File: config.mk
export PLATFORM = sky130hd
export DESIGN_NAME = seq_divider
export DESIGN_NICKNAME = d
export VERILOG_FILES = /design/src/rtl/seq_divider.sv
export SDC_FILE = /design/constraint.sdc
export NUM_CORES = 1
export LEC_CHECK = 0
export CORE_ASPECT_RATIO = 0.9
export CORE_UTILIZATION = 57
export CTS_CLUSTER_DIAMETER = 40
export DETAILED_ROUTE_END_ITERATION = 16
export PLACE_DENSITY = 0.87
export SETUP_SLACK_MARGIN = 0.3
export SYNTH_ARGS = -nofsm -noshare
export SYNTH_HDL_FRONTEND = slang
export SYNTH_SLANG_ARGS = --single-unit
export TNS_END_PERCENT = 50
File: constraint.sdc
create_clock -name clk -period 5.57 [get_ports clk]
set_input_delay 1.114 -clock clk [delete_from_list [all_inputs] [get_ports clk]]
set_output_delay 1.114 -clock clk [all_outputs]
set_load 0.02 [all_outputs]
File: src/rtl/seq_divider.sv
// rtl/seq_divider.sv - iterative radix-2 restoring divider, WA-bit dividend by WB-bit divisor
module seq_divider #(
    parameter int WB = 8,
    parameter int WA = 2 * WB
) (
    input  logic          clk,
    input  logic          rst_n,
    input  logic          start,
    input  logic [WA-1:0] A,
    input  logic [WB-1:0] B,
    output logic [WA-1:0] q,
    output logic [WB-1:0] r,
    output logic          busy,
    output logic          done,
    output logic          div_by_zero
);

    localparam int CW = $clog2(WA);

    localparam logic [1:0] S_IDLE = 2'd0;
    localparam logic [1:0] S_RUN  = 2'd1;
    localparam logic [1:0] S_DONE = 2'd2;

    logic [1:0]    state;
    logic [WA-1:0] dvd;
    logic [WB-1:0] dvs;
    logic [WB-1:0] rem;
    logic [CW-1:0] count;

    logic [WB:0]   shifted;
    logic [WB:0]   trial;
    logic          qbit;
    logic [WB-1:0] rem_next;
    logic [WA-1:0] dvd_next;

    // The held remainder is always below the divisor, so only the shifted
    // value and the trial subtraction need the extra bit.
    always_comb begin
        shifted  = {rem, dvd[WA-1]};
        trial    = shifted - {1'b0, dvs};
        qbit     = ~trial[WB];
        rem_next = qbit ? trial[WB-1:0] : shifted[WB-1:0];
        dvd_next = {dvd[WA-2:0], qbit};
    end

    always_ff @(posedge clk or negedge rst_n) begin
        if (!rst_n) begin
            state       <= S_IDLE;
            dvd         <= '0;
            dvs         <= '0;
            rem         <= '0;
            count       <= '0;
            q           <= '0;
            r           <= '0;
            div_by_zero <= 1'b0;
        end else begin
            case (state)
                S_IDLE: begin
                    if (start) begin
                        dvd         <= A;
                        dvs         <= B;
                        rem         <= '0;
                        div_by_zero <= 1'b0;
                        state       <= S_RUN;
                        // A zero divisor takes a single RUN step so its done
                        // pulse lands one cycle after acceptance.
                        count       <= (B == '0) ? CW'(WA - 1) : '0;
                    end
                end
                S_RUN: begin
                    dvd   <= dvd_next;
                    rem   <= rem_next;
                    count <= count + 1'b1;
                    if (count == CW'(WA - 1)) begin
                        state <= S_DONE;
                        if (dvs == '0) begin
                            q           <= '1;
                            r           <= dvd[WB-1:0];
                            div_by_zero <= 1'b1;
                        end else begin
                            q <= dvd_next;
                            r <= rem_next;
                        end
                    end
                end
                S_DONE: state <= S_IDLE;
                default: state <= S_IDLE;
            endcase
        end
    end

    assign busy = (state == S_RUN);
    assign done = (state == S_DONE);

endmodule

==> reports/metrics.csv <==
metric;value;unit
fin_nets;387;
netlist_instances;298;
hold_viol_final;0;
wl_per_cell;18.40;um
seq_area_frac_synth;0.5085;
synth.avg_cell_area;10.40;um^2
drt_pre_antenna_iters;5;
cap_violations;0;
row_count;25;
synth_ff_type;dfrtp_1;
irDropWorstVdd;413.9;uV
p_seq_frac;0.326;
diodes;0;
grt_max_degree;64;
ant_nets;0;
setup_violations;0;
crit_family;buffers and inverters;
cts.sinks;63;
coreArea;5255;um^2
ys_seq_elements;63;
yosysTopAreaCell;dfrtp_1;
synth_edf_count;0;
die-area;5738;um^2
die_h;71.97;um
hold_path.class;reg2reg;
final_util;0.7314;
synthArstFlopShare;1.000;
endpoint_kind;output port;
tns;0;ns
cts_hold_buf;0;
worst_pin_slew;1.019;ns
final.min_clock_period;3.804;ns
gp_congestion;0.8817;
postLayoutSetupSlackWorst;1.766;ns
syn_area;3100;um^2
crit_buf_inv;2;
htree_levels;3;
grt_pass1_wl;12280;um
dp.cells;406;
cp_cell_sequence;nand2b_1 -> inv_1 -> clkdlybuf4s50_1;
fmax;0.2629;GHz
grt.total_usage;0.2901;
route.detailed.drc;0;
cp_slowest_cell;dfrtp_1;
min_period_over_period;0.6829;
grt_pass1_vias;2449;
critPathMaxStageDelay;0.73;ns
cts-resized-gates;0;
wirelength;7748;um
drv_slew;0;
finalNonFillerCells;421;
cts_root_buf;clkbuf_8;
syn_nets;335;
status;finished clean;
cts_buffers;9;
drive_above_1_share;0.07345;
dp_hpwl;5628;um
slew_headroom;0.3192;
synth_cell_types;46;
path_class;reg2out;
clkPwrFrac;0.135;
clock_skew;0.01032;ns
rsz0062_at_grt;false;
num_io_pins;54;
power_switching;0.001187;W
combPwrFrac;0.539;
powerDensity;714.1;nW/um^2
yosysWarnings;0;
syn2layout_area_growth;23.97;%
clk_latency;0.34;ns
critPathArrivalTime;2.69;ns
place.port_buffers;53;
yosysTopAreaCellShare;0.5085;
initial_utilization;0.5900;
grt-ovfl-total;0;
swShare;0.4323;
p_int;0.001558;W
power_leakage;1.587;nW
clk_pin_slew_worst_paths;0.07;ns
drtIter0Drc;308;
cts_setup_buffers;0;
worstPathMaxFanout;20;
crit_path_start_kind;flop;
via_count;2582;
die_x;79.74;um
netlist_top_cells_area;dfrtp_1 (51%), o21ai_0 (6.0%), a22oi_1 (5.6%);
antenna_found_initial;0;
viasPerCell;6.133;
cts_tree;yes;
cts_buffer_depth;2;
dpl_worst_slack;2.184;ns
worstPathRequired;4.46;ns
rrSetupSlack;2.34;ns
-- stage by stage --
stage / hold WS (ns) / power (W) / instance area, um^2
after floorplan: 0.4498 / 0.001898 / 3100
after global placement: 0.4733 / 0.002293 / 3665
after detailed placement: 0.4956 / 0.002362 / 3665
after CTS: 0.5093 / 0.002737 / 3844
after global routing: 0.5162 / 0.002934 / 3844
final: 0.5039 / 0.002745 / 3844
-- registers in the layout, indices dropped and copies added (netlist names) --
name         flops
rem              8
dvs              8
q               16
div_by_zero      1
r                8
dvd             16
state            2
count            4
-- synthesized netlist by cell type (3+ instances only) --
cell / n
dfrtp_1: 63
o21ai_0: 37
nand2_1: 35
a22oi_1: 23
o22a_1: 16
inv_1: 13
clkbuf_1: 11
ha_1: 9
nor2_1: 9
a21oi_1: 8
nor2b_1: 8
mux2i_1: 7
nand3_1: 4
xor2_1: 4
buf_2: 3
nor3_1: 3
o211ai_1: 3
-- kinds of logic (layout without fill, tap and decap cells) --
group / after synthesis / count (layout) / synth area share
flip-flops: 63 / 63 / 0.5085
XOR/XNOR: 4 / 4 / 0.01130
multiplexers: 9 / 9 / 0.02986
buffers and inverters: 29 / 85 / 0.03874
adder cells (fa/ha/maj): 10 / 10 / 0.04278
AO/OA/AOI/OAI: 110 / 110 / 0.2526
AND/OR/NAND/NOR: 73 / 73 / 0.1162
-- worst paths after layout --
kind	start	endpoint	depth (start not counted)
setup / recovery	state[0]	busy	3
hold / removal	q[0]	q[0]	1
setup reg to reg	state[0]	r[2]	6
hold reg to reg	q[0]	q[0]	1
max in group asynchronous	rst_n	count[3]	2
min in group asynchronous	rst_n	dvd[9]	2
-- area by class of cell --
class	count	area, um^2
sequential	63	1577
fill	390	1411
multi-input combinational	206	1404
timing repair buffer	56	548.0
clock buffer	11	131.4
tap	67	83.83
inverter	14	52.55
clock inverter	4	47.55
-- power groups by stage --
| stage | Clock [W] | Sequential, W | Combinational [W] |
|---|---|---|---|
| final | 0.000370 | 0.000896 | 0.00148 |
| after global routing | 0.000393 | 0.000918 | 0.00162 |
| after CTS | 0.000374 | 0.000889 | 0.00147 |
| after detailed placement | 0 | 0.000897 | 0.00147 |
| after global placement | 0 | 0.000878 | 0.00141 |
| after floorplan | 0 | 0.000928 | 0.000970 |
-- metal layers --
| layer | part of all wire | vias to the layer above | GRT usage |
|---|---|---|---|
| met3 | 0.068 | 16 | 0.08176 |
| met5 | 0 | - | 0 |
| met2 | 0.48 | 109 | 0.4606 |
| met4 | 0.016 | 0 | 0.08929 |
| li1 | - | 1207 | - |
| met1 | 0.43 | 1250 | 0.3907 |
-- cell usage in the layout, fill, tap and decap left out, types with 4 or more instances in the layout --
master,instances
nand2_1,35
clkdlybuf4s50_1,52
a21oi_1,8
a22oi_1,23
inv_1,13
clkbuf_8,9
nor2b_1,8
mux2i_1,7
o22a_1,16
dfrtp_1,63
nand3_1,4
ha_1,9
nor2_1,9
o21ai_0,37
xor2_1,4
Power figures use the tool's default switching activity.
